### src/rtl/dmem_arbiter.sv
// dmem_arbiter: shares the single-port data memory between the core MEM
// stage and a debug/program-loader port.
//
//   state  | meaning
//   -------+-------------------------------------------------------------
//   S_CORE | core owns the memory; debug wins when the core is idle or
//          | after losing STARVE_MAX consecutive cycles (reset state)
//   S_DBG  | debug owns the memory in a locked burst; core always stalled
//
// The core path is purely combinational (zero added latency). Debug reads
// return through a register one cycle after the grant.
module dmem_arbiter #(
  parameter int DM_ADDRESS  = 9,
  parameter int DATA_W      = 32,
  parameter int STARVE_MAX  = 4,
  parameter int STALL_CNT_W = 16
) (
  input  logic                   clk,
  input  logic                   reset,
  // core MEM-stage port
  input  logic                   c_req,
  input  logic                   c_we,
  input  logic [DM_ADDRESS-1:0]  c_addr,
  input  logic [DATA_W-1:0]      c_wdata,
  output logic [DATA_W-1:0]      c_rdata,
  output logic                   c_stall,
  // debug / loader port
  input  logic                   d_req,
  input  logic                   d_we,
  input  logic                   d_lock,
  input  logic [DM_ADDRESS-1:0]  d_addr,
  input  logic [DATA_W-1:0]      d_wdata,
  output logic                   d_gnt,
  output logic                   d_rvalid,
  output logic [DATA_W-1:0]      d_rdata,
  // data memory
  output logic                   m_we,
  output logic                   m_re,
  output logic [DM_ADDRESS-1:0]  m_addr,
  output logic [DATA_W-1:0]      m_wdata,
  input  logic [DATA_W-1:0]      m_rdata,
  // performance
  output logic [STALL_CNT_W-1:0] stall_cnt
);

  localparam logic [0:0] S_CORE = 1'b0;
  localparam logic [0:0] S_DBG  = 1'b1;

  localparam int SW = $clog2(STARVE_MAX + 1);
  localparam logic [SW-1:0] STARVE_TOP = SW'(STARVE_MAX);

  logic [0:0]    state;
  logic [0:0]    state_nxt;
  logic [SW-1:0] starve;
  logic          grant_d;
  logic          core_served;
  logic          starve_hit;

  assign starve_hit = (starve == STARVE_TOP);

  // Grant decision: core has priority in S_CORE unless debug has starved.
  always_comb begin
    grant_d     = 1'b0;
    core_served = 1'b0;
    if (state == S_CORE) begin
      grant_d     = d_req & (~c_req | starve_hit);
      core_served = c_req & ~grant_d;
    end else begin
      grant_d     = d_req;
      core_served = 1'b0;
    end
  end

  assign c_stall = c_req & ~core_served;
  assign d_gnt   = grant_d;
  assign c_rdata = m_rdata;

  // Memory mux; address and write data default to the core when idle.
  always_comb begin
    m_addr  = c_addr;
    m_wdata = c_wdata;
    m_we    = core_served & c_we;
    m_re    = core_served & ~c_we;
    if (grant_d) begin
      m_addr  = d_addr;
      m_wdata = d_wdata;
      m_we    = d_we;
      m_re    = ~d_we;
    end
  end

  // Ownership transitions; a dropped d_req with d_lock held keeps S_DBG.
  always_comb begin
    state_nxt = state;
    case (state)
      S_CORE: begin
        if (grant_d & d_lock) state_nxt = S_DBG;
      end
      S_DBG: begin
        if (grant_d & ~d_lock)      state_nxt = S_CORE;
        else if (~d_req & ~d_lock)  state_nxt = S_CORE;
      end
      default: state_nxt = S_CORE;
    endcase
  end

  // State register.
  always_ff @(posedge clk or negedge reset) begin
    if (!reset) state <= S_CORE;
    else        state <= state_nxt;
  end

  // Starvation counter: counts debug losses to the core, clears on grant.
  always_ff @(posedge clk or negedge reset) begin
    if (!reset) begin
      starve <= '0;
    end else if (grant_d) begin
      starve <= '0;
    end else if ((state == S_CORE) && d_req && c_req && !starve_hit) begin
      starve <= starve + 1'b1;
    end
  end

  // Registered debug read response; d_rdata holds between reads.
  always_ff @(posedge clk or negedge reset) begin
    if (!reset) begin
      d_rvalid <= 1'b0;
      d_rdata  <= '0;
    end else begin
      d_rvalid <= grant_d & ~d_we;
      if (grant_d && !d_we) d_rdata <= m_rdata;
    end
  end

  // Saturating count of core stall cycles.
  always_ff @(posedge clk or negedge reset) begin
    if (!reset) begin
      stall_cnt <= '0;
    end else if (c_stall && !(&stall_cnt)) begin
      stall_cnt <= stall_cnt + 1'b1;
    end
  end

endmodule

### config.mk
export PLATFORM = sky130hd
export DESIGN_NAME = dmem_arbiter
export DESIGN_NICKNAME = d
export VERILOG_FILES = /design/src/rtl/dmem_arbiter.sv
export SDC_FILE = /design/constraint.sdc
export NUM_CORES = 1
export LEC_CHECK = 0
export ABC_CLOCK_PERIOD_IN_PS = 3710
export BUFFER_PORTS_ARGS = -buffer_cell sky130_fd_sc_hd__buf_4
export CAP_MARGIN = 20
export CORE_MARGIN = 5
export CORE_UTILIZATION = 43
export CTS_CLUSTER_SIZE = 8
export DETAILED_ROUTE_END_ITERATION = 10
export HOLD_SLACK_MARGIN = 0.02
export PLACE_DENSITY = 0.95
export SLEW_MARGIN = 20
export SYNTH_ARGS = -nofsm -noshare
export SYNTH_HDL_FRONTEND = slang
export SYNTH_SLANG_ARGS = --single-unit
### constraint.sdc
create_clock -name clk -period 3.71 [get_ports clk]
set_input_delay 0.742 -clock clk [delete_from_list [all_inputs] [get_ports clk]]
set_output_delay 0.742 -clock clk [all_outputs]
set_load 0.02 [all_outputs]
======== Word level (Yosys, flattened, before mapping) ========
Cells that the tools add are included.
operators by class
  reductions and logical operators ........ 10
  div/mod/pow operators ................... 0
  multipliers ............................. 0
  bitwise gates (word level) .............. 18
  mux-type cells .......................... 12
  equality and inequality tests ........... 1
  $add $sub $neg .......................... 2
  order comparisons ....................... 0
  shifts and indexed selects .............. 0
operators with widths
  cell                                            count
  2-to-1 mux 32 bit                               1
  adder 16 x 1 -> 16 bit (second input constant)  1
  AND reduction 16 bit                            1
  AND 1 bit                                       9
  2-to-1 mux 9 bit                                1
  inverter 1 bit                                  8
  2-to-1 mux 1 bit                                7
  2-to-1 mux 3 bit                                2
  logical AND 1 bit                               5
  adder 3 x 1 -> 3 bit (second input constant)    1
  equality test 3 bit (second input constant)     1
  zero test 1 bit                                 3
  one-hot mux 1 bit (2 select lines)              1
  nonzero test 2 bit                              1
  bitwise OR 1 bit                                1
word-level totals
  ROM bits ................................ 0
  memory bits (writable) .................. 0
  output and inout bits ................... 126
  memories kept ........................... 0
  logic and storage cells ................. 48
  input bits .............................. 121
  bits in latches ......................... 0
  register bits ........................... 53

======== Longest topological paths before layout ========
Gate-level depths: netlist (run 1).
  word-level depth ........................ 9
  gate-level depth with buffers ........... 8

======== Least setup slack after synthesis (run 1) ========
Ideal clock, no wire load.
  kind .................................... input port to output port
  from .................................... input d_req
  to ...................................... output m_wdata[23]
  data arrival time ....................... 1.786 ns
  path slack .............................. 1.182 ns
  stages on the path ...................... 5
  buffers on the path ..................... 3
  data required time ...................... 2.968 ns
  cells stage by stage .................... buf_4 -> a21bo_1 -> buf_6 -> buf_4 -> mux2_1
on the way
  longest elaborated chain between the ends .. 3
ends and longest elaborated chain
  element                line  RTL
  from (decl)            28    input logic d_req,
  AND 1 bit              66    grant_d = d_req & (~c_req | starve_hit);
  2-to-1 mux 1 bit (*)   65    if (state == S_CORE) begin
  2-to-1 mux 32 bit (*)  84    if (grant_d) begin
  to (decl)              40    output logic [DATA_W-1:0] m_wdata,
Every way passes the cells marked *; elsewhere a longest branch is shown, timed or not.

======== Worst setup path in the final report (run 1) ========
  from .................................... register starve[0]
  to ...................................... output m_wdata[1]
on the way
  longest elaborated chain between the ends .. 5
ends and longest elaborated chain
  element                 line  RTL
  from (decl)             54    logic [SW-1:0] starve;
  from (signal assigned)  120   starve <= starve + 1'b1;
  equality test 3 bit     59    assign starve_hit = (starve == STARVE_TOP);
  bitwise OR 1 bit        66
  AND 1 bit               66
  2-to-1 mux 1 bit        65
  2-to-1 mux 32 bit       84
No other way between the ends.

==> impl_summary.md, run 1 <==
Synthesis
The fraction of registers with async set or reset after synthesis is 100%. Of the post-synthesis cell area, the dominant cell type holds 41.5%. Yosys mapped the design onto 39 distinct sky130hd cell types. The fraction of the yosys area taken by sequential cells is 41.5%.

By area the synthesized netlist is led by dfrtp_1 42%, mux2_4 14%, mux2_2 8.8%, buf_4 8.7%, mux2_1 7.8%. The synthesized design contains 0 enable-type register cells. The average size of a mapped cell is 12.5 sq um. The number of nets produced by synthesis is 379. The total standard cell area after synthesis is 3190 sq um. Synthesis handed over a netlist of 255 instances. During synthesis, Yosys emitted a total of 0 warnings.

The flip-flop and latch count after synthesis is 53. Among all flip-flop cells after synthesis, the most frequent one is dfrtp_1. The leading area contributor after synthesis is dfrtp_1.

Timing
Setup repair after global routing left no endpoint under its margin. The headroom to the max-slew limit is 49.8%. The hold violation count in the final report is 0. Adding up every negative setup slack in the final design gives 0 ns.

For the finished layout, the period the worst path requires is 2.89 ns. The ratio of final minimum period to clock period is 77.8%. The number of setup violations in the final report is 0.

Setup slack closes at 0.825 ns. For the final database, setup skew stands at 0.00352 ns. The actual slew at the worst max-slew pin is 0.753 ns. The count of final max-slew check failures is 0. The maximum clock frequency is 347 MHz.

Detailed routing
In the detailed route, the total length drawn on met2 is 5190 um. The average routed wire per standard cell is 18.5 um. The pre-antenna-repair detailed-routing pass consisted of 4 iterations. The length of routed wiring on met1 is 3940 um. After detailed routing, the total wire length is 10500 um. For this run, design rule violations remaining after detail routing come to 0. For this block, the initial DRC count from the detailed router was 66. In the detailed route, the total length drawn on met3 is 1180 um. Once detail routing completed, the nets flagged for antenna violations numbered 0. In this run the top signal layer used is met4. The detailed-route vias per instance is 4.83. Detailed routing inserted a total of 2743 vias.

Critical path
In this design, the stage delay of the slowest critical-path cell is 0.41 ns. For the worst setup path, the data arrival time is 2.14 ns. The critical path goes through inv_1, ha_1, nand2_1, a21bo_2, buf_12, mux2_2, buf_4. The worst setup path is captured at a primary output.

The required time at the endpoint of the critical path is 2.97 ns. For this design, the slowest cell found on the critical path is mux2_2. Of all nets on the critical path, the largest fanout is 44. The element type at the critical path start is a register.

The type of the worst setup path is reg2out. Counting both buffers and inverters, the worst setup path holds a total of 3. The critical path's top delay family is buffers and inverters.

Final layout
The number of fillers in the final layout is 529. The library cell used most frequently in the layout, excluding fill and tap cells, is buf_4. The net count of the finished layout is 592. Of the cells placed in the final design, the portion with a size suffix greater than 1 is 67.8%. 0 antenna diodes ended up in the layout. The area overhead of the layout relative to synthesis is 54.9%. Leaving out fill and tap cells, the most frequent cells in the layout are 246 x buf_4, 53 x dfrtp_1, 29 x mux2_4, 25 x mux2_2, 22 x mux2_1.

Placement
The routability-driven placement congestion ratio is 0.852. In this run the tool buffered the top-level ports with 246 buffer cells. Summed over all nets, the half-perimeter wirelength after detailed placement is 8900 um. The worst slack at placement is 0.917 ns.

Floorplan
The horizontal die dimension is 96.2 um. The number of I/O pins is 247. The starting utilization of the core area is 44.0%.

The die covers 9250 sq um. Measured along the y axis, the die boundary spans 96.2 um. The number of standard-cell rows in the floorplan is 31.

The core region is 7250 sq um.

CTS
The clock root buffer is clkbuf_8. The buffers inserted during post-CTS setup optimization is 0. The sink count of the clock tree is 53. After clock tree synthesis, the flow added hold-fix buffers numbering 0.

Once the clock tree was built, the resizer swapped 0 gates to a different size. The number of levels in the clock H-tree is 2. The CTS tree is yes. The clock-pin transition on the worst setup and hold timing paths is 0.09 ns. The worst-skew pair later-pin latency is 0.29 ns. The maximum root-to-sink buffer count is 2. In this run, CTS created clock tree buffers numbering 5.

Power
The leakage power figure is 2.60 nW. The peak ir drop on the vdd network is 284 uV. Dividing total power by cell area gives a power density of 386 nW/um^2.

Status
The flow ran to the end, and the final reports show no timing, DRC or antenna violations.

Global routing
The first global-routing pass estimated 15400 um of wire. The total routing usage reported by global routing is 22.0%. The aggregate global routing overflow is 0. The initial antenna violation count is 0. The number of global-route vias before repair came to 2911. The largest net degree at the start of global routing is 54.

Hold path
The min-delay analysis places its worst path in the category in2async.

Flow run
Across the run, the number of max-cap violations was 0.
-- worst paths after layout --
kind | startpoint | end | slack, ns | depth (start not counted)
worst max-delay path | starve[0] | m_wdata[1] | 0.82 | 7
worst min-delay path | reset | d_rdata[6] | 0.46 | 1
worst max register to register | starve[0] | d_rdata[30] | 1.28 | 7
worst min register to register | d_rdata[16] | d_rdata[16] | 0.51 | 1
max in group asynchronous | reset | stall_cnt[0] | 2.82 | 1
min in group clk | d_rdata[16] | d_rdata[16] | 0.51 | 1
-- final cells by class --
type                            instances  area (sq um)  share of cell area, %
Tap cell                               99           124                   2.50
Clock inverter                          2          13.8                  0.278
Sequential cell                        53          1330                   26.8
Multi-Input combinational cell        155          1520                   30.8
Timing Repair Buffer                  247          1870                   37.7
Clock buffer                            6          72.6                   1.47
Inverter                                6          22.5                  0.455
-- power breakdown --
group          switching [mW]  internal, mW
registers              0.0755         0.677
clock network           0.179         0.135
logic                   0.408         0.434
total                   0.663          1.24
-- state kept, by name (all words and copies together) (netlist names) --
| name | flops |
|---|---|
| stall_cnt | 16 |
| d_rvalid | 1 |
| starve | 3 |
| d_rdata | 32 |
| state | 1 |
-- synth_stat cells, types with 2 or more instances --
cell type / n
ha_1: 3
nor2_1: 3
mux2_4: 29
a21oi_1: 6
o21ai_0: 2
dfrtp_1: 53
buf_4: 37
nand4_1: 3
nand2_1: 12
xor2_1: 10
nor3_1: 4
nand2b_1: 2
and3_1: 4
nand3_1: 8
mux2_2: 25
buf_6: 4
nor4_1: 3
mux2_1: 22
inv_1: 5
-- logic make-up after synthesis --
group | count (synthesis) | share of synthesized area, %
adder cells (fa/ha/maj) | 3 | 1.18
XOR/XNOR | 10 | 2.74
AND/OR/NAND/NOR | 46 | 8.86
multiplexers | 77 | 30.5
buffers and inverters | 47 | 10.8
flip-flops | 53 | 41.5
AO/OA/AOI/OAI | 19 | 4.35
-- layer usage --
layer,GRT usage (%),up-vias
met4,5.92,0
met1,25.7,1273
met2,37.6,150
li1,-,1303
met5,0,-
met3,8.37,17
-- through the flow --
step / total power, mW / instances / util, % / hold slack [ns] / area, sq um
6_report: 1.91 / 568 / 68.2 / 0.458 / 4950
5_1_grt: 2.01 / 568 / 68.2 / 0.511 / 4950
4_1_cts: 1.93 / 568 / 68.2 / 0.482 / 4950
3_5_place_dp: 1.61 / 560 / 67.0 / 0.498 / 4860
3_3_place_gp: 1.59 / 560 / 67.0 / 0.494 / 4860
2_1_floorplan: 1.21 / 255 / - / 0.446 / 3190
No activity file was read; power rests on OpenSTA's default activity.
==> run 2: changes to the inputs <==
Settings changed: ABC_AREA from default to 1, ABC_CLOCK_PERIOD_IN_PS 3710 to 2850, CORE_UTILIZATION 43 to 41, PLACE_DENSITY 0.95 to 0.91.
Clock period 3.71 ns to 2.85 ns, I/O delays scaled along.
==> impl_summary.md, run 2 <==
Synthesis
The number of nets produced by synthesis is 608 (+60%). Yosys attributes the largest share of cell area to dfrtp_1 40%, nand2_1 34%, buf_4 7.3%, buf_2 2.4%, nor2_1 1.9%. The flip-flop and latch count after synthesis was 53 (unchanged).

By count the netlist is led by 300 x nand2_1, 53 x dfrtp_1, 32 x buf_4, 17 x nor2_1, 16 x buf_2. The synthesized instance count is 484 (+90%). The number of different library cells in the post-synthesis netlist was 23 (-41%). The number of warnings issued by yosys is 0 (unchanged). The fraction of registers with async set or reset after synthesis is 100% (unchanged). The total standard cell area after synthesis was 3290 sq um (+3.1%). The average size of a mapped cell came to 6.80 sq um (-46%). The proportion of netlist area held by the largest area contributor is 40.3% (-1.2 points). nand2_1 is the most common cell in the netlist.

The fraction of the yosys area taken by sequential cells is 40.3% (-1.2 points). In the synthesized netlist the dominant register cell turns out to be dfrtp_1. The number of enable flip-flop cells after synthesis came to 0 (unchanged).

The leading area contributor after synthesis is dfrtp_1.

CTS
The total clock buffers created by CTS is 5 (unchanged). TritonCTS built the clock tree. The maximum root-to-sink buffer count was 2 (unchanged). The worst-skew pair later-pin latency is 0.30 ns (about the same). The number of levels in the clock H-tree came to 2 (unchanged). The sink count of the clock tree is 53 (unchanged). The clock-pin transition on the worst setup and hold timing paths is 0.09 ns (about the same). CTS placed an instance of clkbuf_8 at the clock tree root. The buffers inserted during post-CTS setup optimization is 0 (unchanged).

Detailed routing
The average routed wire per standard cell came to 15.1 um (-18%). The first-pass iteration count of the detailed router was 4 (unchanged). The total met3 wirelength after detailed routing was 1110 um (-5.7%).

The met2 layer wire length in the routed design was 6260 um (+20%). The number of nets with antenna violations after routing was 0 (unchanged). The length of routed wiring on met1 is 4340 um (+10%). The number of DRC violations after detailed-routing iteration 0 was 192 (+190%). The detailed router used layers up to and including met4. The total wire length came to 12000 um (+14%). The number of vias after detailed routing is 3714 (+35%). The remaining routing DRC violations is 0 (unchanged). The detailed-route vias per instance was 4.69 (-2.9%).

Final layout
In the final layout, the registers with the most flip-flops are d_rdata: 32 flops, stall_cnt: 16 flops, starve: 3 flops. The proportion of layout cells with a drive suffix above 1 is 39.3% (-29 points). In the layout the commonest cells are 300 x nand2_1, 248 x buf_4, 53 x dfrtp_1, 17 x nor2_1, 15 x inv_1.

The register with the most flip-flops is d_rdata. The area overhead of the layout relative to synthesis is 53.7%. The number of flip-flops under the largest register name is 32 (unchanged). The area occupied by multi-input gates was 1550 sq um (+1.6%). The number of nets in the layout is 814 (+38%). The count of inserted antenna diode cells is 0 (unchanged). The cell area after layout is 5060 sq um (+2.3%). The storage element area was 1330 sq um (unchanged). The library cell used most frequently in the layout, excluding fill and tap cells, is nand2_1. The number of fillers in the final layout came to 673 (+27%).

Timing
The actual slew at the worst max-slew pin is 0.635 ns (-0.118 ns). The count of final max-slew check failures is 0 (unchanged). The aggregate negative setup slack came to 0 ns (unchanged). The worst setup margin is 0.315 ns (-0.510 ns). The headroom to the max-slew limit is 57.6% (+7.9 points). The worst clock skew was 0.00483 ns (+0.00132 ns).

Setup repair after global routing left no endpoint under its margin. The number of setup violations in the final report is 0 (unchanged). The hold violation count in the final report was 0 (unchanged). Static timing analysis puts the maximum clock frequency at 395 MHz. The ratio of final minimum period to clock period is 88.9%.

The smallest clock period supported by the final layout is computed as 2.53 ns.

Global routing
The initial antenna violation count came to 0 (unchanged). The aggregate global routing overflow is 0 (unchanged). The number of global-route vias before repair was 3622 (+24%). The largest net degree at the start of global routing is 54 (unchanged).

The total routing usage reported by global routing came to 22.7% (+0.65 points). The global-route wire length before repair was 18000 um (+17%).

Critical path
The most frequent cell on the critical path is nand2_1. The largest fanout of any net on the critical path is 46 (+4.5%). The required time at the endpoint of the critical path came to 2.28 ns (-0.69 ns). The type of the worst setup path is reg2out. The number of buffer and inverter instances along the worst setup path is 4 (+1). The reg-to-reg setup timing slack is 0.96 ns (-0.32 ns).

The cell family contributing the most delay on the critical path is buffers and inverters. The critical path goes through inv_1, ha_1, nand2_1, nand2_1, nand2_1, buf_12, nor2_2, inv_2, a21oi_1, buf_4. The worst endpoint data arrival time is 1.96 ns (-0.18 ns).

STA classifies the critical path endpoint as a primary output. The delay of the slowest critical-path stage is 0.39 ns (-0.02 ns). The element type at the critical path start is a register. For this design, the slowest cell found on the critical path is dfrtp_1.

Placement
The worst slack at placement is 0.408 ns (-0.509 ns). The HPWL reported at the end of detailed placement is 9850 um (+11%). The placed instance area is 4950 sq um (+1.8%). The routability-driven placement congestion ratio is 0.976 (+15%). The number of port buffers is 246 (unchanged).

Floorplan
The number of I/O pins came to 247 (unchanged). The number of standard-cell rows in the floorplan is 32 (+3.2%). The total core area came to 7770 sq um (+7.1%). The vertical die dimension is 99.6 um (+3.6%). The area enclosed by the die boundary is 9920 sq um (+7.3%). The horizontal die dimension is 99.6 um (+3.6%). The starting utilization of the core area is 42.4% (-1.6 points).

Flow run
The max-cap violation count came to 0 (unchanged).

Power
The leakage power figure is 3.02 nW (+16%). The peak ir drop on the vdd network came to 341 uV (+20%). The ratio of total power to cell area is 529 nW/um^2 (+37%).

Hold path
The worst hold path belongs to the class in2async.

Status
The run finished with clean final reports.
[run 2: changes by cell type after synthesis, moves of 4 or more]
cell,change
nor2_1,+14
a21oi_1,-5
buf_2,+16
xor2_1,-5
nor3_1,-4
mux2_2,-25
inv_1,+10
buf_4,-5
nand2_1,+288
mux2_4,-29
and3_1,-4
mux2_1,-22
[run 2: report_power, final]
group | switching [mW] | internal, mW
Clock | 0.238 | 0.260
Sequential | 0.120 | 0.888
Combinational | 0.672 | 0.499
Total | 1.03 | 1.65
[run 2: final timing paths]
| check | from | endpoint | cells past startpoint |
|---|---|---|---|
| min in group clk | m_rdata[16] | d_rdata[16] | 3 |
| worst min-delay path | reset | stall_cnt[4] | 1 |
| worst max register to register | starve[0] | d_rdata[1] | 11 |
| worst min register to register | d_rdata[14] | d_rdata[14] | 2 |
| worst max-delay path | starve[0] | m_re | 10 |
| max in group asynchronous | reset | d_rdata[21] | 1 |
[run 2: through the flow]
stage                     instances  util [%]  hold slack, ns  power, mW
after floorplan                 484         -           0.274       1.62
final                           792      65.1           0.276       2.68
after global routing            792      65.1           0.338       2.83
after detailed placement        785      63.7           0.463       2.20
after global placement          785      63.7           0.455       2.16
after CTS                       792      65.1           0.307       2.70
[run 2: repair_timing]
action                     4_1_cts  5_1_grt
setup endpoints to repair        0        3
hold buffers                     0        0
resized for setup                0        2
[run 2: logic make-up (layout without fill, tap and decap cells)]
group	count (synthesis)	in the layout	share of synthesized area [%]
AND/OR/NAND/NOR	345	345	42.4
buffers and inverters	68	274	12.7
flip-flops	53	53	40.3
XOR/XNOR	8	8	2.13
AO/OA/AOI/OAI	7	7	1.29
adder cells (fa/ha/maj)	3	3	1.14
[run 2: cell type report]
cell class / instances / share of cell area (%)
Timing Repair Buffer: 249 / 37.2
Clock buffer: 5 / 1.36
Multi-Input combinational cell: 363 / 30.6
Tap cell: 102 / 2.52
Sequential cell: 53 / 26.2
Inverter: 18 / 1.38
Clock inverter: 2 / 0.767
[run 2: per-layer routing]
layer | up-vias | global-route usage [%]
met5 | - | 0
met2 | 202 | 42.3
met1 | 1663 | 24.9
met4 | 0 | 6.93
met3 | 17 | 5.96
li1 | 1832 | -
==> run 3: changes to the inputs <==
Settings changed: CORE_ASPECT_RATIO from default to 1.75, HOLD_SLACK_MARGIN 0.02 to 0.12.
==> impl_summary.md, run 3 (synthesis results as in run 2) <==
Status
The flow ran to the end, and the final reports show no timing, DRC or antenna violations.

CTS
The quantity of gates resized following cts is 0 (unchanged). TritonCTS built the clock tree. The buffers inserted during post-CTS setup optimization is 0 (unchanged). The total clock buffers created by CTS is 5 (unchanged). The worst-skew pair later-pin latency was 0.29 ns (about the same). In this run the clock root is driven by a clkbuf_16. The clock-pin transition on the worst setup and hold timing paths is 0.07 ns (-0.02 ns).

The number of levels in the clock H-tree is 2 (unchanged). The maximum root-to-sink buffer count is 2 (unchanged). The quantity of hold-fixing buffers added after cts is 0 (unchanged). The sink count of the clock tree is 53 (unchanged).

Critical path
The largest fanout of any net on the critical path is 42 (-8.7%). The critical path is of the reg2out type. The length in cells of the worst reg-to-reg path is 11 (unchanged). The worst endpoint data arrival time is 2.07 ns (+0.11 ns). The origin of the worst setup path is starve[0]. The required time at the endpoint of the critical path is 2.28 ns (about the same). The capture point of the worst reg-to-reg path is d_rdata[16]. The element type at the critical path start is a register. The reg-to-reg setup timing slack is 1.02 ns (+0.06 ns). The kind of capture point of the worst setup path is a primary output.

The launch point of the worst reg-to-reg path is starve[0].

Timing
The aggregate negative setup slack is 0 ns (unchanged). The actual slew at the worst max-slew pin is 0.660 ns (+0.0252 ns). The hold violation count in the final report was 0 (unchanged). Setup repair after global routing left no endpoint under its margin. The ratio of final minimum period to clock period is 92.5% (+3.6 points). The headroom to the max-slew limit is 56.0% (-1.7 points). The maximum clock frequency is 379 MHz (-3.9%). The shortest clock period the worst path allows after layout is 2.64 ns (+0.102 ns). The count of final max-slew check failures is 0 (unchanged). The number of setup violations in the final report is 0 (unchanged).

The worst clock skew is 0.00241 ns (-0.00243 ns).

Floorplan
The vertical die dimension is 129 um (+29%). The number of standard-cell rows in the floorplan is 43 (+34%). The total core area was 7910 sq um (+1.8%). The starting utilization of the core area was 41.6% (-0.76 points). The number of I/O pins is 247 (unchanged). The area enclosed by the die boundary was 9990 sq um (+0.71%). The horizontal die dimension is 77.7 um (-22%).

Global routing
The number of global-route vias before repair is 3754 (+3.6%). The aggregate global routing overflow is 0 (unchanged). The global-route wire length before repair came to 18300 um (+1.6%).

The initial antenna violation count is 0 (unchanged). The total routing usage reported by global routing is 22.6% (-0.046 points). The largest net degree at the start of global routing is 54 (unchanged).

Power
The switching share of total power is 36.4% (-2.0 points). The ratio of total power to cell area is 562 nW/um^2 (+6.2%). The clock share of power came to 24.6% (+6.0 points).

The peak ir drop on the vdd network is 457 uV (+34%). The internal power is 1.83 mW (+11%). The combinational share of power was 40.3% (-3.4 points). The sequential share of power is 35.0% (-2.7 points). The leakage power figure came to 3.05 nW (+0.95%).

The net switching power of the design is 1.05 mW (+1.6%).

Placement
The routability-driven placement congestion ratio is 0.855 (-12%). The number of port buffers is 246 (unchanged). The HPWL reported at the end of detailed placement came to 9570 um (-2.8%).

The post-placement cell count came to 773 (-1.5%).

Detailed routing
The number of DRC violations after detailed-routing iteration 0 is 156 (-19%). The detailed-route vias per instance came to 4.84 (+3.1%). The total wire length was 11800 um (-1.8%).

The length of routed wiring on met1 is 3970 um (-8.7%). The average routed wire per standard cell came to 15.1 um (-0.37%). The total met3 wirelength after detailed routing is 1350 um (+22%). Routed signal wires occupy layers up through met4. The met2 layer wire length in the routed design is 6200 um (-0.94%). The number of vias after detailed routing was 3777 (+1.7%). The number of nets with antenna violations after routing was 0 (unchanged).

The remaining routing DRC violations is 0 (unchanged). The first-pass iteration count of the detailed router is 5 (+1).

Hold path
The worst min-delay path class is in2async.

Final layout
The proportion of layout cells with a drive suffix above 1 is 39.4% (+0.088 points). The count of inserted antenna diode cells is 0 (unchanged). The number of fillers in the final layout is 666 (-1.0%). The non-filler instance count after layout was 781 (-1.4%).

The top cell types in the final layout, fill and taps aside, are 300 x nand2_1, 248 x buf_4, 53 x dfrtp_1, 17 x nor2_1, 15 x inv_1. The number of nets in the layout is 814 (unchanged). The library cell used most frequently in the layout, excluding fill and tap cells, is nand2_1.

The area overhead of the layout relative to synthesis is 55.3%. The largest registers in the layout are d_rdata: 32 flops, stall_cnt: 16 flops, starve: 3 flops. The register with the most flip-flops is d_rdata. The number of flip-flops under the largest register name is 32 (unchanged).

Flow run
The max-cap violation count came to 0 (unchanged).
run 3: critical path: stages, from the launching register on:
cell and delay [ns]:
dfrtp_1 0.38, inv_1 0.09, ha_1 0.15, nand2_1 0.05
nand2_1 0.10, nand2_1 0.12, inv_2 0.51, nand2_1 0.12
nand2_1 0.09, buf_4 0.14
run 3: worst max path at each step:
stage               cells after the start     endpoint
floorplan                               6         m_re
CTS                                     9   m_wdata[7]
global placement                        9  m_wdata[19]
detailed placement                      9    m_addr[7]
global route                            9    m_addr[1]
finish                                  9    m_addr[7]
run 3: area by class of cell:
cell class	instances	area, sq um	share of cell area (%)
clock buffer	6	139	2.72
clock inverter	2	37.5	0.734
inverter	18	67.6	1.32
multi-input combinational	363	1550	30.3
sequential	53	1330	25.9
tap	90	113	2.20
timing repair buffer	249	1880	36.8
run 3: power groups by stage:
stage | Sequential (mW) | Clock, mW | Combinational, mW
6_report | 1.01 | 0.707 | 1.16
5_1_grt | 1.02 | 0.751 | 1.25
4_1_cts | 1.00 | 0.724 | 1.17
3_5_place_dp | 1.01 | 0 | 1.17
3_3_place_gp | 1.01 | 0 | 1.14
2_1_floorplan | 1.16 | 0 | 0.465
run 3: metal layers:
metal | global-route usage (%) | vias to the layer above
met3 | 6.51 | 22
met4 | 7.69 | 0
met5 | 0 | -
met2 | 41.1 | 219
li1 | - | 1839
met1 | 24.7 | 1697
run 3: per-stage QoR:
| stage | instance area, sq um | power [mW] | hold slack (ns) | worst slack (ns) | utilization, % |
|---|---|---|---|---|---|
| global placement | 4930 | 2.15 | 0.455 | 0.482 | 62.4 |
| detailed placement | 4930 | 2.18 | 0.460 | 0.409 | 62.4 |
| global route | 5110 | 3.03 | 0.367 | 0.0212 | 64.6 |
| CTS | 5110 | 2.90 | 0.329 | 0.200 | 64.6 |
| finish | 5110 | 2.87 | 0.301 | 0.214 | 64.6 |
| floorplan | 3290 | 1.62 | 0.274 | 0.689 | - |
